## src/rtl/i2c_cmd_tx_if.sv

```systemverilog
`default_nettype none
// ============================================================================
// Module  : i2c_cmd_tx_if
// Brief   : Request inputs, I2C line controls and status of the command master.
// Revision: 1.0 - initial release
// ============================================================================
interface i2c_cmd_tx_if;
  logic send_slow;
  logic send_fast;
  logic sda_i;
  logic scl_o;
  logic sda_o;
  logic busy;
  logic done;
  logic nack;

  modport master (
    input  send_slow, send_fast, sda_i,
    output scl_o, sda_o, busy, done, nack
  );

  modport slave (
    output send_slow, send_fast, sda_i,
    input  scl_o, sda_o, busy, done, nack
  );
endinterface
`default_nettype wire

```

## src/rtl/i2c_cmd_tx.sv

```systemverilog
`default_nettype none
// ============================================================================
// Module  : i2c_cmd_tx
// Brief   : Write-only I2C master sending a fixed 3-byte slow/fast clock command.
// Revision: 1.0 - initial release
// ============================================================================
module i2c_cmd_tx #(
  parameter int         CLK_DIV   = 120,
  parameter logic [6:0] DEV_ADDR  = 7'h70,
  parameter logic [7:0] REG_ADDR  = 8'hCD,
  parameter logic [7:0] SLOW_DATA = 8'h04,
  parameter logic [7:0] FAST_DATA = 8'h00
) (
  input  logic           clk,
  input  logic           rst,
  i2c_cmd_tx_if.master   bus
);

  localparam int                 c_DIV_W    = (CLK_DIV > 1) ? $clog2(CLK_DIV) : 1;
  localparam logic [c_DIV_W-1:0] c_DIV_LAST = c_DIV_W'(CLK_DIV - 1);
  localparam logic [4:0]         c_BIT_LAST = 5'd26;

  typedef enum logic [2:0] {
    S_IDLE  = 3'd0,
    S_START = 3'd1,
    S_BIT   = 3'd2,
    S_STOP  = 3'd3,
    S_DONE  = 3'd4
  } state_t;

  state_t             r_state, w_state_nxt;
  logic [c_DIV_W-1:0] r_div, w_div_nxt;
  logic [1:0]         r_qtr, w_qtr_nxt;
  logic [4:0]         r_bit, w_bit_nxt;
  logic [7:0]         r_data, w_data_nxt;
  logic               r_pend_vld, w_pend_vld_nxt;
  logic [7:0]         r_pend_data, w_pend_data_nxt;
  logic               r_nack, w_nack_nxt;
  logic               r_slow_q, r_fast_q;
  logic               r_slow_arm, r_fast_arm;

  logic               w_req_slow, w_req_fast, w_req;
  logic [7:0]         w_req_data;
  logic               w_qtr_end;
  logic               w_ack_slot;
  logic [26:0]        w_frame;
  logic               w_bit_val;
  logic               w_scl, w_sda;

  // An input must be seen low after reset before its rising edge counts,
  // so a level held across reset cannot fire a spurious request.
  assign w_req_fast = bus.send_fast & ~r_fast_q & r_fast_arm;
  assign w_req_slow = bus.send_slow & ~r_slow_q & r_slow_arm;
  assign w_req      = w_req_fast | w_req_slow;
  assign w_req_data = w_req_fast ? FAST_DATA : SLOW_DATA;

  assign w_qtr_end  = (r_div == c_DIV_LAST);
  assign w_ack_slot = (r_bit == 5'd8) || (r_bit == 5'd17) || (r_bit == 5'd26);
  assign w_frame    = {DEV_ADDR, 1'b0, 1'b1, REG_ADDR, 1'b1, r_data, 1'b1};
  assign w_bit_val  = w_frame[c_BIT_LAST - r_bit];

  always_ff @(posedge clk) begin
    if (rst) begin
      r_state     <= S_IDLE;
      r_div       <= '0;
      r_qtr       <= '0;
      r_bit       <= '0;
      r_data      <= '0;
      r_pend_vld  <= 1'b0;
      r_pend_data <= '0;
      r_nack      <= 1'b0;
      r_slow_q    <= 1'b0;
      r_fast_q    <= 1'b0;
      r_slow_arm  <= 1'b0;
      r_fast_arm  <= 1'b0;
    end else begin
      r_state     <= w_state_nxt;
      r_div       <= w_div_nxt;
      r_qtr       <= w_qtr_nxt;
      r_bit       <= w_bit_nxt;
      r_data      <= w_data_nxt;
      r_pend_vld  <= w_pend_vld_nxt;
      r_pend_data <= w_pend_data_nxt;
      r_nack      <= w_nack_nxt;
      r_slow_q    <= bus.send_slow;
      r_fast_q    <= bus.send_fast;
      r_slow_arm  <= r_slow_arm | ~bus.send_slow;
      r_fast_arm  <= r_fast_arm | ~bus.send_fast;
    end
  end

  always_comb begin
    w_state_nxt     = r_state;
    w_div_nxt       = w_qtr_end ? '0 : r_div + c_DIV_W'(1);
    w_qtr_nxt       = r_qtr;
    w_bit_nxt       = r_bit;
    w_data_nxt      = r_data;
    w_pend_vld_nxt  = r_pend_vld;
    w_pend_data_nxt = r_pend_data;
    w_nack_nxt      = r_nack;

    case (r_state)
      S_IDLE: begin
        w_div_nxt = '0;
        w_qtr_nxt = '0;
        w_bit_nxt = '0;
        if (w_req) begin
          w_data_nxt  = w_req_data;
          w_nack_nxt  = 1'b0;
          w_state_nxt = S_START;
        end
      end
      S_START: begin
        if (w_qtr_end) begin
          if (r_qtr == 2'd1) begin
            w_qtr_nxt   = '0;
            w_bit_nxt   = '0;
            w_state_nxt = S_BIT;
          end else begin
            w_qtr_nxt = r_qtr + 2'd1;
          end
        end
      end
      S_BIT: begin
        if (w_qtr_end && (r_qtr == 2'd2) && w_ack_slot && bus.sda_i) begin
          w_nack_nxt = 1'b1;
        end
        if (w_qtr_end) begin
          w_qtr_nxt = r_qtr + 2'd1;
          if (r_qtr == 2'd3) begin
            // r_nack only reflects the current transfer: it clears at start.
            if ((w_ack_slot && r_nack) || (r_bit == c_BIT_LAST)) begin
              w_state_nxt = S_STOP;
            end else begin
              w_bit_nxt = r_bit + 5'd1;
            end
          end
        end
      end
      S_STOP: begin
        if (w_qtr_end) begin
          w_qtr_nxt = r_qtr + 2'd1;
          if (r_qtr == 2'd3) begin
            w_state_nxt = S_DONE;
          end
        end
      end
      S_DONE: begin
        w_div_nxt = '0;
        w_qtr_nxt = '0;
        w_bit_nxt = '0;
        if (r_pend_vld) begin
          w_data_nxt     = r_pend_data;
          w_pend_vld_nxt = 1'b0;
          w_nack_nxt     = 1'b0;
          w_state_nxt    = S_START;
        end else if (w_req) begin
          w_data_nxt  = w_req_data;
          w_nack_nxt  = 1'b0;
          w_state_nxt = S_START;
        end else begin
          w_state_nxt = S_IDLE;
        end
      end
      default: begin
        w_state_nxt = S_IDLE;
      end
    endcase

    // Requests that cannot start now park in the single pending slot.
    if (w_req && (r_state != S_IDLE) && !((r_state == S_DONE) && !r_pend_vld)) begin
      w_pend_vld_nxt  = 1'b1;
      w_pend_data_nxt = w_req_data;
    end
  end

  always_comb begin
    w_scl = 1'b1;
    w_sda = 1'b1;
    case (r_state)
      S_START: begin
        w_sda = (r_qtr == 2'd0);
      end
      S_BIT: begin
        w_scl = r_qtr[1];
        w_sda = w_ack_slot ? 1'b1 : w_bit_val;
      end
      S_STOP: begin
        w_scl = r_qtr[1];
        w_sda = (r_qtr == 2'd3);
      end
      default: begin
        w_scl = 1'b1;
        w_sda = 1'b1;
      end
    endcase
  end

  assign bus.scl_o = w_scl;
  assign bus.sda_o = w_sda;
  assign bus.busy  = (r_state == S_START) || (r_state == S_BIT) || (r_state == S_STOP);
  assign bus.done  = (r_state == S_DONE);
  assign bus.nack  = r_nack;

endmodule
`default_nettype wire

```

## src/flat_wrapper.sv

```systemverilog
// flat-port wrapper written by rule: the top's interface ports become plain ports
module i2c_cmd_tx_flat 
#(
  parameter int         CLK_DIV   = 120,
  parameter logic [6:0] DEV_ADDR  = 7'h70,
  parameter logic [7:0] REG_ADDR  = 8'hCD,
  parameter logic [7:0] SLOW_DATA = 8'h04,
  parameter logic [7:0] FAST_DATA = 8'h00
)
  (clk, rst, bus_send_slow, bus_send_fast, bus_sda_i, bus_scl_o, bus_sda_o, bus_busy, bus_done, bus_nack);
  i2c_cmd_tx_if bus_i ();
  input  logic clk;
  input  logic rst;
  input wire logic [$bits(bus_i.send_slow)-1:0] bus_send_slow;
  input wire logic [$bits(bus_i.send_fast)-1:0] bus_send_fast;
  input wire logic [$bits(bus_i.sda_i)-1:0] bus_sda_i;
  output wire logic [$bits(bus_i.scl_o)-1:0] bus_scl_o;
  output wire logic [$bits(bus_i.sda_o)-1:0] bus_sda_o;
  output wire logic [$bits(bus_i.busy)-1:0] bus_busy;
  output wire logic [$bits(bus_i.done)-1:0] bus_done;
  output wire logic [$bits(bus_i.nack)-1:0] bus_nack;
  assign bus_i.send_slow = bus_send_slow;
  assign bus_i.send_fast = bus_send_fast;
  assign bus_i.sda_i = bus_sda_i;
  assign bus_scl_o = bus_i.scl_o;
  assign bus_sda_o = bus_i.sda_o;
  assign bus_busy = bus_i.busy;
  assign bus_done = bus_i.done;
  assign bus_nack = bus_i.nack;
  i2c_cmd_tx #(.CLK_DIV(CLK_DIV), .DEV_ADDR(DEV_ADDR), .REG_ADDR(REG_ADDR), .SLOW_DATA(SLOW_DATA), .FAST_DATA(FAST_DATA)) u_core (.clk(clk), .rst(rst), .bus(bus_i));
endmodule
```

## config.mk

```make
export PLATFORM = sky130hd
export DESIGN_NAME = i2c_cmd_tx_flat
export DESIGN_NICKNAME = d
export VERILOG_FILES = /design/src/rtl/i2c_cmd_tx_if.sv /design/src/rtl/i2c_cmd_tx.sv /design/src/flat_wrapper.sv
export SDC_FILE = /design/constraint.sdc
export NUM_CORES = 1
export LEC_CHECK = 0
export BUFFER_PORTS_ARGS = -buffer_cell sky130_fd_sc_hd__buf_2
export CELL_PAD_IN_SITES_DETAIL_PLACEMENT = 0
export CELL_PAD_IN_SITES_GLOBAL_PLACEMENT = 1
export CORE_ASPECT_RATIO = 0.9
export CORE_MARGIN = 10
export CORE_UTILIZATION = 46
export DETAILED_ROUTE_END_ITERATION = 16
export PLACE_DENSITY = 0.82
export SLEW_MARGIN = 20
export SYNTH_ARGS = -nofsm -noshare
export SYNTH_HDL_FRONTEND = slang
export SYNTH_SLANG_ARGS = --single-unit
```

## constraint.sdc

```tcl
create_clock -name clk -period 2.3 [get_ports clk]
set_input_delay 0.115 -clock clk [delete_from_list [all_inputs] [get_ports clk]]
set_output_delay 0.115 -clock clk [all_outputs]
set_load 0.005 [all_outputs]
```

==> results.txt, run 1 <==
- The run finished with clean final reports.
- Final slew viol count: 0
- Total wirelength of the detailed-routed design: 3.890 mm
* Via count of the first global-routing pass: 1348
* DP Cell Count: 243
- Leaving out filler cells and counting taps, the final layout contains 251.
- The count of final hold-check violations came to 0.
- The longest clock path from root to sink contains 2 buffers.
* Number of filler instances in the final layout: 353
- For this block, the initial DRC count from the detailed router was 109.
- Highest-count cells in the layout ignoring fill and taps: sky130_fd_sc_hd__dfxtp_1 (29), sky130_fd_sc_hd__nor2_1 (20), sky130_fd_sc_hd__inv_1 (12), sky130_fd_sc_hd__nand2_1 (12)
- Startpoint type of the worst setup path: flop
- Diodes inserted: 0
- The congestion estimate from routability-driven global placement came to 0.8745.
- Cell variety after synth: 54
* Wire length per cell after detailed routing: 15.50 um
- In this run the cell area of the synthesized design comes to 0.001805 mm^2.
* Share of synthesized area occupied by flip-flops and latches: 35.48%
- Buffers placed on the I/O ports in this run total 9.
- Measured on the finished design, the core utilization comes to 52.75%.
- Global routing consumed, over all layers together, 11.36% of the routing resources.
* Fin crit share: 95.47%
* Final-layout setup total negative slack: 0 ps
- The most critical setup path has its startpoint at u_core.r_bit[0].
- Leading post-synthesis cells by cell area: sky130_fd_sc_hd__dfxtp_1 (35%), sky130_fd_sc_hd__ha_1 (7.6%), sky130_fd_sc_hd__nor2_1 (4.2%)
- On the critical path the largest part of the delay comes from compound AO/OA/AOI/OAI gates.
* End of the worst register-to-register path: u_core.r_bit[3]
- Once detailed placement completed, the half-perimeter wirelength came to 2.870 mm.
- The worst register-to-register path begins at u_core.r_div[0].
- Die Area: 0.006835 mm^2
* 1st-pass router iterations: 4
- The H-tree generated during clock tree synthesis spans 2 levels.
- Dividing total power by cell area gives a power density of 851.4 mW/mm^2.
- The number of buffers and inverters on the critical path is 2.
- Ordered cell list for the critical path: inv_1, ha_4, mux4_2, a2111oi_2, o32ai_1, buf_2
- Worst voltage drop across the vdd grid: 0.4224 mV
- Required time of the critical path: 2180 ps
- The library cell used most frequently in the layout, excluding fill and tap cells, is sky130_fd_sc_hd__dfxtp_1.
- Global-route wire length before repair: 6.341 mm
- Number of nets produced by synthesis: 212
- CTS buffer count: 5
* Vert. Die Dim: 79.44 um
- Crit Path Category: reg -> out
- In the synthesized netlist, the number of instances is 196.
- Synth Register Bits: 32
- Max-cap violations in this run came to 0.
- Clock Latency Late Sink: 280 ps
- Endpoint kind of the worst setup timing path: output pin
- Area inside the core boundary: 0.003757 mm^2
- CTS clock-pin slew for the worst setup and hold paths: 60 ps
- Along the worst path, the maximum fanout reaches 6.
- Depth of the most critical reg-to-reg path: 5
* Number of enable flip-flop cells after synthesis: 0
* Layout cell share with drive strength beyond 1: 16.59%
- Leading area contributor after synthesis: sky130_fd_sc_hd__dfxtp_1
* Initial Utilization: 48.05%
- A synthesized cell averages 9.212 um^2.
* Endpoint of the worst setup timing path: bus_sda_o
- Number of endpoints failing setup at the final stage: 0
* Share of the synthesized area in the top cell type: 35.48%
- In this run the remaining antenna-violating nets after routing total 0.
- The detailed router placed 1424 vias in this run.
- Synth Flop Type: sky130_fd_sc_hd__dfxtp_1
* Pin count of the biggest net entering global routing: 19
- DR DRC count: 0
- The clock period could shrink to 2196 ps.
- Instance count on the critical path: 6
- The number of setup buffers added after CTS is 0.
* Measured slew at the worst slew-check pin: 615.1 ps
* Clk sinks: 32
- For the worst setup path, the data arrival time is 2080 ps.
* Worst-case headroom to the max-slew limit: 58.84%
* X dimension of the die: 86.04 um
- Slowest CP cell: sky130_fd_sc_hd__a2111oi_2
* Clock tree from TritonCTS: yes
* Top achievable clock speed: 455.4 MHz
* Final worst clock skew: 3.538 ps
* Via-per-instance ratio: 5.673
* Number of placement rows: 21
* Combined flip-flop and latch cell area: 644.4 um^2
* Combined area of the multi-input logic cells: 0.001085 mm^2
* Hold-fix buffer count after cts: 0
- Worst reg-to-reg setup slack: 500 ps
* Initial antenna violation count: 0
- Crit-path max cell delay: 380 ps
- The analysis attributes to cell leakage a power of 0.0007216 uW.
* Number of primary I/O pins: 10
- During synthesis, Yosys emitted a total of 0 warnings.
- Growth of design area from synthesis to finish: 9.771%
* GRT overflow: 0
- The worst hold path belongs to the class in -> reg.
* Nets@finish: 220
* Buffer cell driving the clock tree root: sky130_fd_sc_hd__clkbuf_8
- Counting flops with an async set or reset pin after synthesis yields a share of 0%.
[worst reg2reg max path, cell delays in order, from the launching register on]
cell                        delay [ps]
sky130_fd_sc_hd__dfxtp_1           350
sky130_fd_sc_hd__ha_1              230
sky130_fd_sc_hd__and4_1            380
sky130_fd_sc_hd__o211ai_4          170
sky130_fd_sc_hd__a2111oi_4         390
sky130_fd_sc_hd__mux2i_1           210
[metrics by stage]
stage	instance area [um^2]	power, uW	setup WS [ps]	hold WS [ps]
after floorplan	1805	1093	418.8	206.8
after global placement	1864	1209	251.0	315.3
after detailed placement	1864	1225	220.3	325.1
after CTS	1966	1681	6.281	22.72
after global routing	1982	1793	-11.71	31.75
final	1982	1687	104.2	31.37
[per-layer routing]
| metal | track usage [%] | share of wire, % | routed length [um] |
|---|---|---|---|
| met1 | 14.39 | 50 | 1954 |
| met2 | 17.61 | 44 | 1702 |
| met3 | 3.061 | 3.7 | 145 |
| met4 | 4.934 | 2.3 | 88 |
| met5 | 0 | 0 | 0 |
[Yosys cell counts (4+ instances only)]
master and count:
sky130_fd_sc_hd__a21oi_1 10, sky130_fd_sc_hd__and2_1 9, sky130_fd_sc_hd__clkbuf_1 5, sky130_fd_sc_hd__dfxtp_1 32
sky130_fd_sc_hd__ha_1 11, sky130_fd_sc_hd__inv_1 12, sky130_fd_sc_hd__mux2i_1 7, sky130_fd_sc_hd__nand2_1 12
sky130_fd_sc_hd__nand3_1 7, sky130_fd_sc_hd__nor2_1 20, sky130_fd_sc_hd__nor2b_1 4, sky130_fd_sc_hd__xor2_1 5
[state kept, by name (all words and copies together) (netlist names)]
signal / count
u_core.bus.nack: 1
u_core.r_bit: 5
u_core.r_data: 8
u_core.r_div: 7
u_core.r_fast_arm: 1
u_core.r_fast_q: 1
u_core.r_pend_data: 1
u_core.r_pend_vld: 1
u_core.r_qtr: 2
u_core.r_slow_arm: 1
u_core.r_slow_q: 1
u_core.r_state: 3
[cells by family after synthesis]
logic type	after synthesis	share of synthesized area (%)
AND/OR/NAND/NOR	75	22.73
multiplexers	11	7.207
buffers and inverters	22	5.752
XOR/XNOR	7	3.396
flip-flops	32	35.48
adder cells (fa/ha/maj)	11	7.623
AO/OA/AOI/OAI	38	17.81
[layout make-up]
class	instances	share of cell area [%]
Clock buffer	8	4.545
Multi-Input combinational cell	142	54.73
Sequential cell	32	32.51
Timing Repair Buffer	11	3.030
Inverter	12	2.273
Tap cell	46	2.904
[where the power goes]
part / total (uW) / switching [uW] / internal (uW)
combinational: 558 / 323 / 235
sequential: 684 / 79.5 / 604
clock: 445 / 201 / 244
[timing repair]
action / CTS / global route
endpoints found under the setup margin: 1 / 1
pin swaps: 0 / 2
resized for setup: 5 / 3
hold endpoints to repair: 0 / 0
[worst min-delay path by stage]
stage | end | from | slack [ps] | cells past startpoint
after global routing | u_core.r_fast_arm | bus_send_fast | 30 | 2
after global placement | u_core.r_fast_arm | bus_send_fast | 320 | 2
after floorplan | u_core.r_fast_arm | bus_send_fast | 210 | 1
after detailed placement | u_core.r_fast_arm | bus_send_fast | 330 | 2
final | u_core.r_fast_arm | bus_send_fast | 30 | 2
after CTS | u_core.r_fast_arm | bus_send_fast | 20 | 2
Power figures use the tool's default switching activity.
==> inputs of run 2 (changes only) <==
==> constraint.sdc (replaced) <==
create_clock -name clk -period 2.3 [get_ports clk]
set_input_delay 0.46 -clock clk [delete_from_list [all_inputs] [get_ports clk]]
set_output_delay 0.46 -clock clk [all_outputs]
set_load 0.005 [all_outputs]
==> run 2 against run 1 <==
Compared with the run above:
- die area unchanged
- hold slack better by 330 ps
- final cell count up 4.4%
- count of clock-buffer cells in the layout down 2
- total power up 3.1%
- the flow now finishes with violations (setup timing)
- via count up 3.4%
- maximum frequency down 9.4%
- global-route usage up 1.1 points
- critical endpoint unchanged
- utilization up 4.3 points
- critical path depth up 2
==> results.txt, run 2 (synthesis gave the netlist of run 1 again) <==
- The run finished, with violations left.
* Violations in the final reports: setup timing
* Buffer cell driving the clock tree root: sky130_fd_sc_hd__clkbuf_8
* Diodes inserted: 0
- After detailed routing, the number of remaining DRC violations is 0.
- Clock tree synthesis inserted a total of 5 buffers.
- Final worst clock skew: 8.181 ps
- Counting along the longest clock path gives a buffer depth of 2.
* Via count of the first global-routing pass: 1458
* Startpoint type of the worst setup path: flop
- After detailed routing, the average wire length per cell comes to 15.52 um.
- Final weighted congestion in routability-driven placement: 0.8574
- Number of primary I/O pins: 10
- Final slew viol count: 0
* Hold-fix buffer count after cts: 0
- Leaving out fill and tap cells, the most frequent cell in the layout is sky130_fd_sc_hd__dfxtp_1.
- In this run, the number of DRC markers left after iteration 0 of detailed routing was 104.
- Post-Place Worst Slack: -15.38 ps
* Number of endpoints failing setup at the final stage: 1
* Hold Crit Start: bus_send_slow
- Critical path startpoint: u_core.r_bit[1]
- Worst hold-check path type: in -> reg
- For this design the static power due to leakage is 0.0007835 uW.
- The final route contains 1472 vias.
- In this run the tightest slew margin relative to its limit is 61.24%.
* Global-route wire length before repair: 6.851 mm
* Initial antenna violation count: 0
- From left edge to right edge, the die measures 86.04 um.
- For this design, the sink count on the clock tree is 32.
- Flip-flop count of the largest register, all copies and words added: 8
- Worst voltage drop across the vdd grid: 0.6740 mV
- Layout cell share with drive strength beyond 1: 25.00%
- STA classifies the critical path endpoint as an output pin.
- Data arrives at the worst endpoint at 1960 ps.
- After the last flow step, the layout net total stands at 232.
- Level count of the clock H-tree: 2
* Worst hold slack after final layout: 365.8 ps
- The largest individual stage delay along the critical path comes from the cell sky130_fd_sc_hd__dfxtp_2.
- Total wirelength of the detailed-routed design: 4.066 mm
* Initial Utilization: 48.05%
* Measured slew at the worst slew-check pin: 579.3 ps
- Growth of design area from synthesis to finish: 18.71%
- Registers with the most flip-flops: u_core.r_data: 8 flops, u_core.r_div: 7 flops, u_core.r_bit: 5 flops
- In the layout the commonest cells are sky130_fd_sc_hd__dfxtp_1 (30), sky130_fd_sc_hd__nor2_1 (20), sky130_fd_sc_hd__buf_4 (13), sky130_fd_sc_hd__nand2_1 (12), sky130_fd_sc_hd__a21oi_1 (10).
* Clock tree from TritonCTS: yes
- Power per unit of standard cell area: 811.6 mW/mm^2
- For this run, the total global-route usage over all layers was measured as 12.46%.
- Clock Latency Late Sink: 290 ps
* Crit-path max cell delay: 330 ps
- For this run, the top clock speed supported by timing is 412.7 MHz.
- Number of placement rows: 21
- Max Fanout on Critical Path: 3
- The critical path is of the reg -> out type.
- The critical path contains buffers and inverters numbering 3 combined.
- Cells fill 57.04% of the core in the end.
* Final Hold Violating Endpoints: 0
* Origin of the critical flop-to-flop path: u_core.r_div[0]
* Max-cap check violation count: 0
- Area inside the core boundary: 0.003757 mm^2
* HPWL after DPL: 2.989 mm
- The die covers 0.006835 mm^2.
* Required time of the critical path: 1840 ps
- Pin count of the biggest net entering global routing: 19
- After clock tree synthesis, the clock-pin slew on the worst setup and hold paths is 70 ps.
- RSZ-0062 raised after global routing: yes
- Cell family contributing the most delay on the critical path: compound AO/OA/AOI/OAI gates
- Min cycle time layout: 2423 ps
* GRT overflow: 0
- Port buffering added 9 buffers.
- Fin crit share: 105.4%
- The critical path goes through inv_2, ha_4, buf_4, mux2i_1, a211oi_2, a2111oi_4, o32ai_2, buf_2.
- For this run, the detailed router's first-pass iteration total came to 4.
- The die is 79.44 um tall.
- After detailed routing, the number of vias per cell comes to 5.618.
- Post-route ant nets: 0
- Largest register by flop count: u_core.r_data
- Across all setup checks in the final design, the least slack found is -123.1 ps.
- Summing internal, switching and leakage power gives 1739 uW.
## run 2: area by class of cell
class	instances	area (um^2)
Fill cell	339	1614
Multi-Input combinational cell	142	1166
Sequential cell	32	643.1
Timing Repair Buffer	23	153.9
Clock buffer	6	72.57
Tap cell	46	57.56
Inverter	12	45.04
Clock inverter	1	5.005
## run 2: metal layers
metal  routed length (um)  global-route usage, %  vias up
li1                     -                      -      737
met1                 1958                  15.80      705
met2                 1848                  19.02       25
met3                  212                  3.367        5
met4                   46                  6.086        0
met5                    0                      0        -
## run 2: what timing repair did
item,in CTS,in global routing
hold endpoints to repair,0,0
buffers inserted,1,1
endpoints found under the setup margin,1,1
pin swaps,5,5
gates resized for setup,17,3
gates cloned,0,0
## run 2: path summary, 6_finish.rpt
kind                             to  slack, ps  cells after the start
setup / recovery          bus_sda_o       -120                      8
hold / removal    u_core.r_slow_arm        370                      2
hold reg to reg   u_core.r_fast_arm        460                      2
setup reg to reg    u_core.r_bit[3]        490                      5
## run 2: power breakdown
group | switching (uW) | internal, uW
Sequential | 68.1 | 603
Combinational | 371 | 290
Clock | 202 | 205
Total | 641 | 1100
## run 2: through the flow
stage                     TNS (ps)  instances  area (um^2)
final                       -123.1        262         2143
after global routing        -225.6        262         2143
after CTS                   -123.9        261         2135
after detailed placement    -15.38        253         1939
after global placement           0        253         1939
after floorplan                  0        196         1805
## run 2: worst register-to-register path: stages (launching register included)
cell and delay [ps]:
sky130_fd_sc_hd__dfxtp_1 350, sky130_fd_sc_hd__ha_1 240, sky130_fd_sc_hd__and4_1 380, sky130_fd_sc_hd__o211ai_4 170, sky130_fd_sc_hd__a2111oi_4 400, sky130_fd_sc_hd__mux2i_1 210
